--- src/rtl/mem_stage_ctrl.sv ---
// mem_stage_ctrl: memory-access pipeline stage between EX/MEM and MEM/WB.
// Issues byte/halfword/word loads and stores over a req/ack data-memory bus,
// stalls upstream while a request is outstanding, raises a bus error after
// TIMEOUT unacknowledged cycles and tracks the LL/SC reservation.
// The write-back port is fully registered.
module mem_stage_ctrl #(
    parameter int ADDR_W  = 32,
    parameter int REG_AW  = 5,
    parameter int TIMEOUT = 16
) (
    input  logic              clk,
    input  logic              rst,
    input  logic              in_valid,
    input  logic [5:0]        op,
    input  logic [REG_AW-1:0] regcAddr,
    input  logic              regcWr,
    input  logic [31:0]       regcData,
    input  logic [ADDR_W-1:0] memAddr_i,
    input  logic [31:0]       memData,
    input  logic              flush,
    output logic              stall_req,
    output logic              mem_req,
    output logic              mem_we,
    output logic [3:0]        mem_be,
    output logic [ADDR_W-1:0] mem_addr,
    output logic [31:0]       mem_wdata,
    input  logic [31:0]       mem_rdata,
    input  logic              mem_ack,
    output logic              wb_valid,
    output logic [REG_AW-1:0] regAddr,
    output logic              regWr,
    output logic [31:0]       regData,
    output logic              exc_align,
    output logic              exc_bus
);

    localparam logic [5:0] OP_LB  = 6'b100000;
    localparam logic [5:0] OP_LH  = 6'b100001;
    localparam logic [5:0] OP_LW  = 6'b100011;
    localparam logic [5:0] OP_LBU = 6'b100100;
    localparam logic [5:0] OP_LHU = 6'b100101;
    localparam logic [5:0] OP_SB  = 6'b101000;
    localparam logic [5:0] OP_SH  = 6'b101001;
    localparam logic [5:0] OP_SW  = 6'b101011;
    localparam logic [5:0] OP_LL  = 6'b110000;
    localparam logic [5:0] OP_SC  = 6'b111000;

    localparam int CNT_W = $clog2(TIMEOUT);

    typedef enum logic {S_IDLE, S_WAIT} state_t;

    state_t            state;
    logic              llbit;
    logic [ADDR_W-3:0] link_addr;
    logic [CNT_W-1:0]  cnt;

    // request context captured when the access is accepted
    logic [5:0]        op_p1;
    logic [1:0]        lane_p1;
    logic [REG_AW-1:0] dest_p1;
    logic              wr_p1;
    logic              flushed_p1;

    function automatic logic is_byte_op(input logic [5:0] o);
        return (o == OP_LB) || (o == OP_LBU) || (o == OP_SB);
    endfunction

    function automatic logic is_half_op(input logic [5:0] o);
        return (o == OP_LH) || (o == OP_LHU) || (o == OP_SH);
    endfunction

    function automatic logic is_word_op(input logic [5:0] o);
        return (o == OP_LW) || (o == OP_SW) || (o == OP_LL) || (o == OP_SC);
    endfunction

    function automatic logic is_store_op(input logic [5:0] o);
        return (o == OP_SB) || (o == OP_SH) || (o == OP_SW) || (o == OP_SC);
    endfunction

    function automatic logic [3:0] byte_en(input logic [5:0] o, input logic [1:0] lane);
        if (is_byte_op(o))
            return 4'b0001 << lane;
        else if (is_half_op(o))
            return 4'b0011 << lane;
        else
            return 4'b1111;
    endfunction

    // Narrow stores are replicated on every lane; the byte enables pick the target.
    function automatic logic [31:0] store_data(input logic [5:0] o, input logic [31:0] d);
        if (o == OP_SB)
            return {4{d[7:0]}};
        else if (o == OP_SH)
            return {2{d[15:0]}};
        else
            return d;
    endfunction

    function automatic logic [31:0] load_extract(input logic [5:0] o, input logic [1:0] lane,
                                                 input logic [31:0] rd);
        logic [31:0] sh;
        sh = rd >> {lane, 3'b000};
        case (o)
            OP_LB:   return {{24{sh[7]}}, sh[7:0]};
            OP_LBU:  return {24'b0, sh[7:0]};
            OP_LH:   return {{16{sh[15]}}, sh[15:0]};
            OP_LHU:  return {16'b0, sh[15:0]};
            default: return sh;
        endcase
    endfunction

    logic [ADDR_W-3:0] word_in;
    logic              is_mem;
    logic              misaligned;
    logic              sc_fail;
    logic              take;
    logic              start;
    logic              timed_out;
    logic              killed;

    assign word_in    = memAddr_i[ADDR_W-1:2];
    assign is_mem     = is_byte_op(op) | is_half_op(op) | is_word_op(op);
    assign misaligned = (is_word_op(op) && (memAddr_i[1:0] != 2'b00)) ||
                        (is_half_op(op) && memAddr_i[0]);
    assign sc_fail    = (op == OP_SC) && (!llbit || (word_in != link_addr));
    // a flush in the accept cycle discards the entry outright
    assign take       = (state == S_IDLE) && in_valid && !flush;
    assign start      = take && is_mem && !misaligned && !sc_fail;
    assign timed_out  = (state == S_WAIT) && !mem_ack && (cnt == CNT_W'(TIMEOUT - 1));
    // a flush at any point of the transfer (including the final cycle) kills the write-back
    assign killed     = flushed_p1 | flush;

    // Upstream hold: combinational in the accept cycle, released in the ack/timeout cycle.
    assign stall_req  = rst && (start || ((state == S_WAIT) && !mem_ack && !timed_out));

    // Stage FSM, bus request registers, LL/SC reservation and registered write-back.
    always_ff @(posedge clk or negedge rst) begin
        if (!rst) begin
            state      <= S_IDLE;
            llbit      <= 1'b0;
            link_addr  <= '0;
            cnt        <= '0;
            op_p1      <= '0;
            lane_p1    <= '0;
            dest_p1    <= '0;
            wr_p1      <= 1'b0;
            flushed_p1 <= 1'b0;
            mem_req    <= 1'b0;
            mem_we     <= 1'b0;
            mem_be     <= '0;
            mem_addr   <= '0;
            mem_wdata  <= '0;
            wb_valid   <= 1'b0;
            regAddr    <= '0;
            regWr      <= 1'b0;
            regData    <= '0;
            exc_align  <= 1'b0;
            exc_bus    <= 1'b0;
        end else begin
            wb_valid  <= 1'b0;
            exc_align <= 1'b0;
            exc_bus   <= 1'b0;
            case (state)
                S_IDLE: begin
                    if (take) begin
                        if (!is_mem) begin
                            wb_valid <= 1'b1;
                            regAddr  <= regcAddr;
                            regWr    <= regcWr;
                            regData  <= regcData;
                        end else if (misaligned) begin
                            wb_valid  <= 1'b1;
                            regAddr   <= regcAddr;
                            regWr     <= 1'b0;
                            regData   <= '0;
                            exc_align <= 1'b1;
                        end else if (sc_fail) begin
                            wb_valid <= 1'b1;
                            regAddr  <= regcAddr;
                            regWr    <= regcWr;
                            regData  <= '0;
                            llbit    <= 1'b0;
                        end else begin
                            state      <= S_WAIT;
                            cnt        <= '0;
                            op_p1      <= op;
                            lane_p1    <= memAddr_i[1:0];
                            dest_p1    <= regcAddr;
                            wr_p1      <= regcWr;
                            flushed_p1 <= 1'b0;
                            mem_req    <= 1'b1;
                            mem_we     <= is_store_op(op);
                            mem_be     <= byte_en(op, memAddr_i[1:0]);
                            mem_addr   <= {word_in, 2'b00};
                            mem_wdata  <= store_data(op, memData);
                        end
                    end
                end
                S_WAIT: begin
                    if (flush)
                        flushed_p1 <= 1'b1;
                    if (mem_ack) begin
                        state    <= S_IDLE;
                        cnt      <= '0;
                        mem_req  <= 1'b0;
                        mem_we   <= 1'b0;
                        wb_valid <= 1'b1;
                        regAddr  <= dest_p1;
                        if (op_p1 == OP_SC) begin
                            regWr   <= wr_p1 & ~killed;
                            regData <= 32'd1;
                            llbit   <= 1'b0;
                        end else if (is_store_op(op_p1)) begin
                            regWr   <= 1'b0;
                            regData <= '0;
                            if (mem_addr[ADDR_W-1:2] == link_addr)
                                llbit <= 1'b0;
                        end else begin
                            regWr   <= wr_p1 & ~killed;
                            regData <= load_extract(op_p1, lane_p1, mem_rdata);
                            if (op_p1 == OP_LL) begin
                                llbit     <= 1'b1;
                                link_addr <= mem_addr[ADDR_W-1:2];
                            end
                        end
                    end else if (timed_out) begin
                        state    <= S_IDLE;
                        cnt      <= '0;
                        mem_req  <= 1'b0;
                        mem_we   <= 1'b0;
                        wb_valid <= 1'b1;
                        regAddr  <= dest_p1;
                        regWr    <= 1'b0;
                        regData  <= '0;
                        exc_bus  <= ~killed;
                        llbit    <= 1'b0;
                    end else begin
                        cnt <= cnt + CNT_W'(1);
                    end
                end
                default: state <= S_IDLE;
            endcase
            // flush always wins over any reservation update in the same cycle
            if (flush)
                llbit <= 1'b0;
        end
    end

endmodule

--- config.mk ---
export PLATFORM = sky130hd
export DESIGN_NAME = mem_stage_ctrl
export DESIGN_NICKNAME = d
export VERILOG_FILES = /design/src/rtl/mem_stage_ctrl.sv
export SDC_FILE = /design/constraint.sdc
export NUM_CORES = 1
export LEC_CHECK = 0
export ABC_AREA = 1
export BUFFER_PORTS_ARGS = -buffer_cell sky130_fd_sc_hd__clkbuf_2
export CAP_MARGIN = 0
export CORE_ASPECT_RATIO = 1.25
export CORE_MARGIN = 3
export CORE_UTILIZATION = 52
export DETAILED_ROUTE_END_ITERATION = 10
export PLACE_DENSITY = 0.87
export SETUP_SLACK_MARGIN = 0.5
export SLEW_MARGIN = 20
export SYNTH_ARGS = -nofsm -noshare
export SYNTH_HDL_FRONTEND = slang
export SYNTH_SLANG_ARGS = --single-unit
--- constraint.sdc ---
create_clock -name clk -period 5.19 [get_ports clk]
set_clock_uncertainty 0.2 [all_clocks]
set_input_delay 0.7785 -clock clk [delete_from_list [all_inputs] [get_ports clk]]
set_output_delay 0.7785 -clock clk [all_outputs]
set_load 0.02 [all_outputs]
==> metrics <==
status=finished clean; via count=a little over 9000; synthesis warning total=0; WL/cell=around 16 um; power share of the combinational group=between 30% and 40%; CTS resizes=0; CTS Sinks=160; postcts setup bufs=0; reg2reg start=link_addr[25]; # rows=between 50 and 60; final hold viol count=0; Post-Synthesis Cells=approximately 1300; Largest stage delay, worst path=about 0.64 ns; Worst Setup Slack, final=roughly 1.1 ns; port bufs=254; Num CTS Buffers=17; Async SR Flop Fraction=100%; fin util=between 60% and 70%; Cell Chain, Critical Path=clkbuf_2 > xnor2_1 > nand2_1 > nor2_1 > nand2_1 > nor2_1 > nand2_1 > nand2_1 > nand2_4 > a21boi_1 > clkbuf_2; initial drt markers=~1000; Synth area leaders=dfrtp_1 (44%), nand2_1 (21%), o21ai_0 (6.2%); H-tree lvl count=4; clock network fraction of total power=28.2%; Crit-path slowest cell=nand2_1; sequential share of power=between 30% and 40%; DRT Wirelength=26700 um; residual DRC count=0; worst slack, placed=1.00 ns; post-synth top area cell=dfrtp_1; Yosys reg bits=160; DP HPWL=between 15000 and 20000 um; Max-Cap Viols=0; part of the cycle the worst path needs=between 70% and 80%; DR pass1 iterations=7; Sw Ratio=about two fifths; IO Pins=about 260; register area share after synthesis=between 40% and 50%; number of flops mapped to enable cells by yosys=0; first-pass GRT wire length=between 40000 and 50000 um; placed insts=between 1500 and 2000; global placement routability congestion=~0.90; via/cell ratio=roughly 5.4; starting density of the core=53.5%; Worst-path clk slew=0.06 ns; measured slew at the worst slew-check pin=approximately 1 ns; # setup viols final=0; worst setup path class=input pin to output pin; fin cells=between 1500 and 2000; P_sw=between 1.5 and 2 mW; CP arrival=3.10 ns; initial antenna violation count=0; worst skew pair latency=about 0.42 ns; Static Leak=6.16 nW; cell area after synthesis=just over 0.009 mm2; DRT antenna net count=0; crit-path most repeated cell=nand2_1; Avg Cell Area, Syn=7.25 um2; ratio of cells with drive above 1 in the final layout=a little over a fifth; pin count of the biggest net entering global routing=105; Setup TNS=0 ns; clock root cell=clkbuf_16; top cell type's share of synthesized area=44.1%; crit path launch=memAddr_i[2]; hold_buf cts=0; CTS Buffer Depth=2; Worst EP required=4.21 ns; Layout Nets=~1600; core area=between 0.015 and 0.02 mm2; full die area=roughly 0.019 mm2; RSZ-0062 raised after global routing=false; Die X=124 um; crit path max fanout=between 40 and 50; total grt overflow=0; post-synth cell types=40; P&R area growth vs syn=20.7%; power density over cell area=approximately 430 mW/mm2; crit end category=output pin; Period minus WS final=a little over 4 ns; fmax=between 200 and 250 MHz; Cell Int Power=a little under 3 mW; worst vdd ir=271 uV; ys flop type=dfrtp_1; hold crit path type=input pin to async pin; Slew Viols, Final=0; vias in the first global route=between 9000 and 10000; CTS tree=done; Die Span Y=154 um; Slew headroom=33.1%; GRT Util Overall=approximately 28%; critical path launch point type=input pin
[routing by layer]
layer	up-vias	GRT usage, %	wire [um]
met4	0	15.2	1320
met5	-	0	0
met2	458	45.3	12900
met1	4262	33.5	10300
li1	4432	-	-
met3	99	6.91	2200
[final timing paths]
| check | endpoint | slack [ns] | depth (start not counted) |
|---|---|---|---|
| worst max-delay path | stall_req | 1.11 | 11 |
| worst min-delay path | wb_valid | 0.13 | 1 |
| worst max register to register | mem_addr[20] | 1.60 | 14 |
| worst min register to register | regData[17] | 0.27 | 2 |
| max in group asynchronous | mem_wdata[12] | 3.55 | 2 |
| min in group clk | regData[17] | 0.27 | 2 |
[critical path: cells and delay by family]
family | cells | cell delay (ns)
buffers and inverters | 2 | 0.32
AO/OA/AOI/OAI | 1 | 0.26
XOR/XNOR | 1 | 0.18
AND/OR/NAND/NOR | 7 | 1.54
[power groups by stage]
| stage | clock network (mW) | registers [mW] | logic (mW) |
|---|---|---|---|
| 2_1_floorplan | 0 | 2.06 | 0.763 |
| 3_3_place_gp | 0 | 1.86 | 1.47 |
| 3_5_place_dp | 0 | 1.87 | 1.51 |
| 4_1_cts | 1.34 | 1.85 | 1.52 |
| 5_1_grt | 1.39 | 1.91 | 1.68 |
| 6_report | 1.32 | 1.86 | 1.51 |
[metrics by stage]
step	cell area, um2	total power, mW	hold slack, ns
after floorplan	9090	2.82	0.235
after global placement	10300	3.32	0.252
after detailed placement	10300	3.37	0.257
after CTS	11000	4.71	0.135
after global routing	11000	4.98	0.156
final	11000	4.69	0.129
[synthesized netlist by cell type, types with 2 or more instances]
| library cell | instances |
|---|---|
| a21boi_1 | 2 |
| a21oi_1 | 22 |
| a21oi_2 | 3 |
| a221oi_1 | 5 |
| a22o_1 | 6 |
| a31oi_1 | 2 |
| buf_2 | 17 |
| buf_4 | 5 |
| buf_6 | 14 |
| clkbuf_1 | 26 |
| dfrtp_1 | 160 |
| ha_1 | 5 |
| inv_1 | 116 |
| inv_2 | 7 |
| mux2_2 | 5 |
| nand2_1 | 498 |
| nand2_2 | 2 |
| nand3_1 | 48 |
| nand3_2 | 3 |
| nand4_1 | 45 |
| nor2_1 | 59 |
| nor2_2 | 5 |
| nor2_4 | 2 |
| o211ai_1 | 2 |
| o21a_1 | 8 |
| o21ai_0 | 113 |
| o21ai_1 | 28 |
| o21bai_1 | 4 |
| xnor2_1 | 25 |
| xor2_1 | 6 |
[registers in the layout (all words and copies together) (netlist names), 2 cells and up]
register   cells
mem_addr      30
regAddr        5
op_p1          6
lane_p1        2
regData       32
mem_wdata     32
cnt            4
mem_be         4
link_addr     30
dest_p1        5
[area by class of cell]
class,instances,area [um2]
Multi-Input combinational cell,907,4250
Timing Repair Buffer,263,1350
Clock buffer,20,467
Sequential cell,160,4010
Inverter,124,465
Antenna cell,2,5.00
Tap cell,220,275
Clock inverter,11,154
Fill cell,1514,6010
[logic make-up (layout without fill, tap and decap cells)]
logic type,after synthesis,count (layout),share of synthesized area [%]
other,1,4,0.0413
adders and majority gates,5,5,0.689
xor gates and xnor gates,31,31,2.99
muxes,5,5,0.620
buffers and inverters,187,418,9.32
and+or+nand+nor,666,666,30.2
AOI/OAI and AO/OA,198,198,12.1
DFF,160,160,44.1
[layout by cell type, fill, tap and decap left out, types with 6 or more instances in the layout]
cell	count
xnor2_1	25
buf_4	9
nor2_1	58
a21oi_1	22
o21ai_0	113
o21a_1	8
nand2_1	498
a22o_1	6
dfrtp_1	159
o21ai_1	28
xor2_1	6
inv_1	116
inv_2	7
nand3_1	48
clkbuf_16	17
clkbuf_2	253
nand4_1	45
(Power assumes the default switching activity.)
